===== src/rtl/ibuff.sv =====
// Instruction buffer: fetches one 64-byte line in 16-byte regions from the I-cache
// and presents it to decode. Handles resteers, line changes and fetch faults.
module ibuff #(
  parameter int XLEN = 32
) (
  input  logic            clk,
  input  logic            rst,
  input  logic            resteer,
  input  logic [XLEN-1:0] resteer_target,
  input  logic            d1_advance,
  input  logic [XLEN-1:0] d1_next_pc,
  output logic            ic_req_valid,
  output logic [XLEN-1:0] ic_req_addr,
  input  logic            ic_req_ready,
  input  logic            ic_rsp_valid,
  input  logic [127:0]    ic_rsp_data,
  input  logic            ic_rsp_exception,
  output logic [511:0]    IBuff_out,
  output logic [3:0]      IBuff_valid_out,
  output logic [XLEN-1:0] pc_out,
  output logic            exception_out
);

  typedef enum logic [1:0] {IDLE, REQ, WAIT, HOLD} state_t;

  state_t          state_q, state_d;
  logic [XLEN-1:0] pc_q;
  logic [1:0]      next_region_q;
  logic [3:0]      valid_q;
  logic            inflight_q;
  logic            drop_q;
  logic            exc_q;
  logic [127:0]    region_q [4];

  logic            line_change;
  logic [XLEN-1:0] new_pc;
  logic            req_fire;
  logic            rsp_take;
  logic            rsp_write;
  logic            still_pending;

  // Response byte j lands at line byte 16k+j, which sits at the top of the region.
  function automatic logic [127:0] to_line_order(input logic [127:0] rsp);
    logic [127:0] r;
    r = '0;
    for (int j = 0; j < 16; j++) begin
      r[127-8*j -: 8] = rsp[8*j +: 8];
    end
    return r;
  endfunction

  assign ic_req_valid    = (state_q == REQ) && !drop_q;
  assign ic_req_addr     = {pc_q[XLEN-1:6], next_region_q, 4'b0000};
  assign IBuff_out       = {region_q[0], region_q[1], region_q[2], region_q[3]};
  assign IBuff_valid_out = valid_q;
  assign pc_out          = pc_q;
  assign exception_out   = exc_q;

  always_comb begin
    new_pc        = resteer ? resteer_target : d1_next_pc;
    line_change   = resteer || (d1_advance && (d1_next_pc[XLEN-1:6] != pc_q[XLEN-1:6]));
    req_fire      = ic_req_valid && ic_req_ready;
    rsp_take      = ic_rsp_valid && inflight_q;
    // A response coinciding with a line change belongs to the old line.
    rsp_write     = rsp_take && !drop_q && !line_change;
    // A request the cache still owes us after this edge must be discarded on arrival.
    still_pending = req_fire || (inflight_q && !ic_rsp_valid);
  end

  always_comb begin
    state_d = state_q;
    if (line_change) begin
      state_d = REQ;
    end else begin
      case (state_q)
        IDLE: if (!exc_q) state_d = REQ;
        REQ:  if (req_fire) state_d = WAIT;
        WAIT: if (rsp_write) begin
          state_d = (ic_rsp_exception || (next_region_q == 2'd3)) ? HOLD : REQ;
        end
        HOLD: state_d = HOLD;
        default: state_d = IDLE;
      endcase
    end
  end

  always_ff @(posedge clk) begin
    if (rst) begin
      state_q       <= IDLE;
      pc_q          <= '0;
      next_region_q <= '0;
      valid_q       <= '0;
      inflight_q    <= 1'b0;
      drop_q        <= 1'b0;
      exc_q         <= 1'b0;
      for (int k = 0; k < 4; k++) region_q[k] <= '0;
    end else begin
      state_q <= state_d;
      if (line_change) begin
        pc_q          <= new_pc;
        valid_q       <= '0;
        exc_q         <= 1'b0;
        next_region_q <= new_pc[5:4];
        inflight_q    <= still_pending;
        drop_q        <= still_pending;
      end else begin
        if (d1_advance) pc_q <= d1_next_pc;
        if (req_fire) inflight_q <= 1'b1;
        if (rsp_take) begin
          inflight_q <= 1'b0;
          drop_q     <= 1'b0;
        end
        if (rsp_write) begin
          region_q[next_region_q] <= to_line_order(ic_rsp_data);
          valid_q[next_region_q]  <= 1'b1;
          if (ic_rsp_exception) exc_q <= 1'b1;
          else next_region_q <= next_region_q + 2'd1;
        end
      end
    end
  end

endmodule


===== config.mk =====
export PLATFORM = sky130hd
export DESIGN_NAME = ibuff
export DESIGN_NICKNAME = d
export VERILOG_FILES = /design/src/rtl/ibuff.sv
export SDC_FILE = /design/constraint.sdc
export NUM_CORES = 1
export LEC_CHECK = 0
export CORE_AREA = 3 3 306 308
export DETAILED_ROUTE_END_ITERATION = 10
export DIE_AREA = 0 0 309 311
export HOLD_SLACK_MARGIN = 0.1
export PLACE_DENSITY_LB_ADDON = 0.08
export SLEW_MARGIN = 30
export SYNTH_ARGS = -nofsm -noshare
export SYNTH_HDL_FRONTEND = slang
export SYNTH_SLANG_ARGS = --single-unit

===== constraint.sdc =====
create_clock -name clk -period 23.8 [get_ports clk]
set_input_delay 5.95 -clock clk [delete_from_list [all_inputs] [get_ports clk]]
set_output_delay 5.95 -clock clk [all_outputs]
set_load 0.01 [all_outputs]

---- Yosys cells after proc, flatten, opt, wreduce, memory -nomap -nowiden ----
Memory sizes are Yosys's and may differ from the RTL's.
Cells that the tools add are included.
Widths: inputs -> output; s select.
word-level totals
  register bits after elaboration ......... 43
  RAM bits ................................ 512
  bits of input ports ..................... 199
  output and inout bits ................... 582
  word-level logic and storage cells ...... 78
  memories kept ........................... 1
cells by class
  add/subtract/negate cells ............... 1
  $lt $le $gt $ge ......................... 2
  equal/unequal tests ..................... 12
  muxes and demuxes ....................... 28
  bitwise operators ....................... 1
  reductions and logical operators ........ 25
memories
  name      depth  width  rd ports  clocked after Yosys merged registers in  write ports  RTL line  text
  region_q  4      128    4         0                                        4            33        logic [127:0] region_q [4];
operators by type and width
  operator             count
  $mux 128             1
  $reduce_or 128->1    1
  $mux 32              3
  $ne 26x26->1         1
  $mux 2               8
  $mux 1               14
  $ne 3x3->1 const B   3
  $logic_and 1x1->1    8
  $pmux 2 s4           1
  $eq 2x2->1 const B   3
  $ne 2x2->1 const B   3
  $reduce_and 3->1     2
  $reduce_bool 2->1    3
  $or 4x4->4           1
  $reduce_and 2->1     2
  $logic_not 1->1      3
  $logic_or 1x1->1     3
  $lt 2x3->1 const B   1
  $reduce_bool 3->1    1
  $add 2x1->2 const B  1
  $demux 1 s2          1
  $eq 2x1->1 const B   1
  $ge 2x1->1 const B   1
  $logic_not 2->1      1
  2 further kinds      2

---- Depth between registers and ports, before layout ----
Gate-level depths: netlist of run 1.
  word-level depth ........................ 11
  gate-level depth with buffers ........... 8
  mapped depth without buffers ............ 5

---- Least setup slack after synthesis of run 1 ----
Ideal clock, no wire load.
  path kind ............................... input -> register
  from .................................... input d1_next_pc[12]
  to ...................................... memory region_q[3][0] (enable)
  setup time .............................. 0.961 ns
  arrival time ............................ 20.148 ns
  data required time ...................... 22.839 ns
  path slack .............................. 2.691 ns
  cell stages on the path ................. 5
  buffers on the path ..................... 0
  cells stage by stage .................... xor2_1 > or4_4 > nor4_4 > a41oi_2 > o41ai_1
RTL lines
  element      RTL line  text
  from (decl)  11        input logic [XLEN-1:0] d1_next_pc,
  to (decl)    33

==> impl_metrics.py, run 1 <==
metrics = {
    "outcome": {
        "status": "finished, final reports clean",
    },
    "sta": {
        "skew_ns": 0.03207,
        "worstMarginPinSlew_ns": 1.005,
        "rsz0062_at_grt": "no",
        "setup_violations": 0,
        "slew_violations": 0,
        "setup_slack_ns": 12.78,
        "hold_slack_ns": 0.4951,
        "setup_tns_ns": 0,
        "min_period_ns": 11.03,
        "fmax_mhz": 90.70,
        "hold_violations": 0,
        "period_share_pct": 46.32,
        "slew_headroom_pct": 33.03,
    },
    "critical_path": {
        "startpoint_type": "primary input",
        "cpMostUsedCell": "buf_4",
        "r2r_start": "pc_out[29]",
        "slowest_stage": "buf_4",
        "crit_start": "d1_next_pc[29]",
        "worst_ep_arrival_time_ns": 11.33,
        "critPathMaxStageDelay_ns": 0.86,
        "crit_family": "buffers and inverters",
        "crit_chain": "clkdlybuf4s50_1 > xor2_1 > nor4_1 > and4_1 > a21oi_4 > buf_4 > buf_4 > buf_4 > buf_4 > nor4_1",
        "crit_path_end_kind": "flop",
        "worst-path-buf-inv": 5,
        "critPathMaxFanout": 74,
        "required_ns": 24.11,
        "path_class": "in2reg",
    },
    "clocking": {
        "clock_path_buffers": 3,
        "clockRootBuffer": "clkbuf_16",
        "clkLatencyLatePin_ns": 0.60,
        "cts_buffers": 70,
        "cts_setup_buffers": 0,
        "cts_htree_levels": 3,
        "cts.sinks": 555,
        "cts_resized": 0,
        "clk_pin_slew_worst_paths_ns": 0.06,
        "holdBufCountCts": 0,
        "cts_tree": "built",
    },
    "pwr": {
        "p_switching_mw": 0.6026,
        "fin_total_pwr_mw": 2.444,
        "combPwrFrac_pct": 10.7,
        "p_seq_share_pct": 45.8,
        "power.leakage_nw": 11.64,
        "power_density_nw_per_um2": 71.94,
        "p_sw_share_pct": 24.66,
        "ir_worst_vdd_mv": 0.04385,
        "clkPwrFrac_pct": 43.5,
        "power.internal_mw": 1.841,
    },
    "place": {
        "io_buffer_count": 776,
        "dp_worst_setup_slack_ns": 12.12,
        "gp_routability_congestion": 0.7835,
        "dpl.hpwl_mm": 58.95,
    },
    "finish": {
        "syn_to_final_growth_pct": 47.17,
        "fin_util_pct": 37.18,
        "fin_nets": 2501,
        "layout-drive-gt1-share_pct": 15.61,
        "fillCellCount": 8849,
        "most-common-layout-cells": "774 x clkdlybuf4s50_1, 512 x edfxtp_1, 195 x nor2_1",
        "final_common_cell": "clkdlybuf4s50_1",
    },
    "synthesis": {
        "ys_seq_area_share_pct": 70.33,
        "synth-main-ff-cell": "edfxtp_1",
        "postSynthAreaPerCell_um2": 14.47,
        "yosysUniqueCellTypes": 45,
        "yosys-top-cells-area": "edfxtp_1 67%, nor4_2 5.4%, nor3_2 5.3%",
        "ys_ff_latch": 555,
        "yosys.area.top_type": "edfxtp_1",
        "synth_area_um2": 23080,
        "synthArstFlopShare_pct": 0,
        "syn_inst": 1595,
        "synth_edf_count": 512,
        "yosysWarnings": 0,
        "netlist.area_leader.share_pct": 66.61,
    },
    "global_route": {
        "antenna_found_initial": 5,
        "grt_usage_pct": 17.58,
        "grt_overflow": 0,
        "grt_max_degree": 153,
        "first_global_vias": 16642,
        "grt_pass1_wl_mm": 124.3,
    },
    "floorplan": {
        "ioPinCount": 781,
        "dieWidth_um": 309,
        "start_util_pct": 25.26,
        "die_h_um": 311,
        "die_area_um2": 96100,
        "row_count": 111,
        "core_area_um2": 91390,
    },
    "drt": {
        "dr.pass1.iters": 5,
        "viasPerCell": 4.512,
        "drtIter0Drc": 819,
        "wl_per_cell_um": 24.61,
        "wl_mm": 87.16,
        "vias": 15982,
        "ant_nets": 0,
        "drc_errors": 0,
    },
    "hold_path": {
        "holdCritStartpoint": "drop_q",
        "hold_path.class": "reg2reg",
    },
    "run": {
        "max_cap_violations": 0,
    },
}
-- Yosys cell counts, types with 7 or more instances --
library cell / instances
mux2i_1: 31
clkbuf_1: 91
a21oi_1: 41
buf_4: 30
buf_2: 23
buf_6: 25
inv_1: 130
nor3_2: 122
nor4_2: 100
nor4_1: 159
nor2_1: 195
dfxtp_1: 43
nor3_1: 14
xnor2_1: 13
buf_1: 7
edfxtp_1: 512
xor2_1: 14
-- final timing paths --
path	to	slack (ns)	cells past startpoint
worst min register to register	drop_q	0.50	2
worst max register to register	region_q[1][49]	18.20	9
worst max-delay path	region_q[1][49]	12.78	10
worst min-delay path	drop_q	0.50	2
-- registers in the layout (all words and copies together) (netlist names) --
name and cells:
drop_q 1, exception_out 1, region_q 512, IBuff_valid_out 4
state_q 2, pc_out 32, next_region_q 2, inflight_q 1
-- layout make-up --
type                    instances  area, um2  area share (%)
flip-flops and latches        555      16240           47.81
repair buffers                804       8014           23.59
multi-input cells             736       5445           16.03
clock buffers                  89       1854           5.458
well taps                    1186       1484           4.368
inverters                     131      496.7           1.462
clock inverters                36      422.9           1.245
diodes                          5      12.51         0.03683
-- tightest hold or removal path: cells and delay by family, from the launching register on --
kind	cells	cell delay (ns)
AOI/OAI and AO/OA	1	0.06
DFF	1	0.33
and+or+nand+nor	1	0.06
-- metal layers --
| layer | vias up | share of wire [%] | global-route usage [%] |
|---|---|---|---|
| met5 | - | 0 | 0 |
| met4 | 0 | 3.7 | 7.431 |
| met3 | 127 | 7.7 | 5.289 |
| met2 | 560 | 51 | 30.64 |
| met1 | 7997 | 38 | 19.87 |
| li1 | 7298 | - | - |
-- through the flow --
stage,cells,cell area (um2)
finish,3542,33970
global route,3541,33970
CTS,3537,33950
detailed placement,3412,31670
global placement,3411,31640
floorplan,1598,23090
-- power by group through the flow --
stage | logic (mW) | clock network (mW) | registers (mW)
4_1_cts | 0.269 | 1.10 | 1.12
2_1_floorplan | 0.0864 | 0 | 1.17
5_1_grt | 0.278 | 1.14 | 1.12
3_3_place_gp | 0.268 | 0 | 1.14
6_report | 0.262 | 1.06 | 1.12
3_5_place_dp | 0.268 | 0 | 1.14
-- cells by family after synthesis --
logic type / after synthesis / synth area share (%)
AO/OA/AOI/OAI: 58 / 1.464
XOR/XNOR: 27 / 1.024
adder cells (fa/ha/maj): 4 / 0.2168
buffers and inverters: 307 / 6.418
flip-flops: 555 / 70.33
multiplexers: 32 / 1.393
other: 1 / 0.01625
AND/OR/NAND/NOR: 611 / 19.13
Note: power is estimated with default switching activity, not from simulation.
==> run 2, diff against run 1 <==
--- a/config.mk
+++ b/config.mk
@@ -5,9 +5,9 @@
 export SDC_FILE = /design/constraint.sdc
 export NUM_CORES = 1
 export LEC_CHECK = 0
-export CORE_AREA = 3 3 306 308
+export CORE_AREA = 3 3 301 303
 export DETAILED_ROUTE_END_ITERATION = 10
-export DIE_AREA = 0 0 309 311
+export DIE_AREA = 0 0 304 306
 export HOLD_SLACK_MARGIN = 0.1
 export PLACE_DENSITY_LB_ADDON = 0.08
 export SLEW_MARGIN = 30
==> constraint.sdc (replaced) <==
create_clock -name clk -period 9.25 [get_ports clk]
set_input_delay 2.3125 -clock clk [delete_from_list [all_inputs] [get_ports clk]]
set_output_delay 2.3125 -clock clk [all_outputs]
set_load 0.01 [all_outputs]
==> run 2 against run 1 <==
Net effect:
- combinational power grew to 2.5 times the previous value
- cell count shrank 0.90%
- register-to-register slack worse by 13 ns
- sequential power grew to 2.6 times the previous value
- non-clock buffer count shrank 6
- critical path type unchanged
- hold slack better by 0.0018 ns
- setup slack worse by 9.3 ns
- die area down 3.2%
- sequential share of layout area increased by 0.17 points
- highest routed layer is now met5
- core utilization grew 1.2 points
- wire length fell by 1.5%
==> impl_metrics.py, run 2 (synthesized netlist as in run 1, its figures left out) <==
metrics = {
    "outcome": {
        "status": "finished, final reports clean",
    },
    "drt": {
        "drt-met1-wl_mm": 32.46,
        "wl_met3_mm": 7.298,
        "dr.pass1.iters": 5,
        "vias": 15917,
        "highest_layer": "met5",
        "drc_errors": 0,
        "viasPerCell": 4.535,
        "wl_per_cell_um": 24.47,
        "route.met2.wl_mm": 43.21,
        "ant_nets": 0,
        "drtIter0Drc": 933,
        "wl_mm": 85.88,
    },
    "clocking": {
        "holdBufCountCts": 0,
        "clk_pin_slew_worst_paths_ns": 0.06,
        "clock_path_buffers": 3,
        "cts.sinks": 555,
        "clkLatencyLatePin_ns": 0.60,
        "cts_tree": "built",
        "cts_buffers": 68,
        "cts_resized": 0,
        "clockRootBuffer": "clkbuf_16",
        "cts_htree_levels": 3,
        "cts_setup_buffers": 0,
    },
    "sta": {
        "period_share_pct": 61.94,
        "slew_headroom_pct": 34.77,
        "worstMarginPinSlew_ns": 0.9784,
        "rsz0062_at_grt": "no",
        "min_period_ns": 5.729,
        "hold_violations": 0,
        "skew_ns": 0.02952,
        "fmax_mhz": 174.6,
        "setup_tns_ns": 0,
        "slew_violations": 0,
        "setup_violations": 0,
    },
    "hold_path": {
        "hold_path.class": "reg2reg",
    },
    "global_route": {
        "antenna_found_initial": 4,
        "grt_max_degree": 158,
        "first_global_vias": 16742,
        "grt_usage_pct": 17.88,
        "grt_pass1_wl_mm": 123.7,
        "grt_overflow": 0,
    },
    "critical_path": {
        "startpoint_type": "primary input",
        "worst_ep_arrival_time_ns": 6.04,
        "critPathMaxFanout": 157,
        "required_ns": 9.56,
        "path_class": "in2reg",
        "crit_path_end_kind": "flop",
    },
    "floorplan": {
        "dieWidth_um": 304,
        "die_h_um": 306,
        "die_area_um2": 93020,
        "row_count": 109,
        "ioPinCount": 781,
        "start_util_pct": 26.16,
        "core_area_um2": 88240,
    },
    "finish": {
        "regMostFlops": "region_q",
        "fin_nets": 2493,
        "fillCellCount": 8419,
        "layout-drive-gt1-share_pct": 14.99,
        "most-common-layout-cells": "774 x clkdlybuf4s50_1, 512 x edfxtp_1, 195 x nor2_1",
        "final_area_um2": 33850,
        "final_common_cell": "clkdlybuf4s50_1",
        "largest_reg_flops": 512,
        "syn_to_final_growth_pct": 46.65,
        "final_cells": 3510,
    },
    "pwr": {
        "ir_worst_vdd_mv": 0.1118,
        "power.leakage_nw": 11.60,
        "fin_total_pwr_mw": 6.197,
        "power_density_nw_per_um2": 183.0,
    },
    "place": {
        "io_buffer_count": 776,
        "dpl_cell_area_um2": 31660,
        "gp_routability_congestion": 0.7928,
        "dp_cells": 3385,
        "dpl.hpwl_mm": 57.62,
    },
    "run": {
        "max_cap_violations": 0,
    },
}
run 2: worst paths after layout:
check / end / cells past startpoint / from / slack [ns]
max: region_q[1][58] / 9 / d1_next_pc[29] / 3.52
min: drop_q / 2 / drop_q / 0.50
max reg2reg: region_q[1][58] / 8 / pc_out[29] / 5.29
min reg2reg: drop_q / 2 / drop_q / 0.50
run 2: routing by layer:
metal | GRT usage [%] | vias to the layer above
li1 | - | 7270
met1 | 20.20 | 7959
met2 | 30.71 | 570
met3 | 6.921 | 116
met4 | 6.504 | 2
met5 | 0 | -
run 2: area by class of cell:
type                       count  area [um2]  area share [%]
sequential                   555       16240           47.98
timing repair buffer         798        8020           23.69
multi-input combinational    736        5450           16.10
clock buffer                  85        1797           5.307
tap                         1165        1458           4.306
inverter                     131       496.7           1.467
clock inverter                36       377.9           1.116
antenna                        4       10.01         0.02957
run 2: power by group:
part | switching, mW | total [mW] | internal, mW | leakage [nW]
Combinational | 0.384 | 0.666 | 0.282 | 4.92
Clock | 1.07 | 2.65 | 1.58 | 1.06
Sequential | 0.0558 | 2.88 | 2.83 | 5.62
Total | 1.51 | 6.20 | 4.69 | 11.6
run 2: critical path: stages:
cell and delay, ns:
clkdlybuf4s50_1 0.51, xor2_1 0.31, nor4_1 0.19, and4_1 0.26
a21oi_4 0.17, buf_12 0.64, buf_6 0.64, buf_12 0.57
nor4_1 0.11
run 2: per-stage QoR:
stage	worst slack, ns	utilization, %	hold slack, ns
finish	3.521	38.36	0.4968
global route	3.394	38.36	0.5293
CTS	3.386	38.35	0.5028
detailed placement	2.726	35.88	0.4875
global placement	2.700	35.86	0.4907
floorplan	-0.6650	-	0.4567
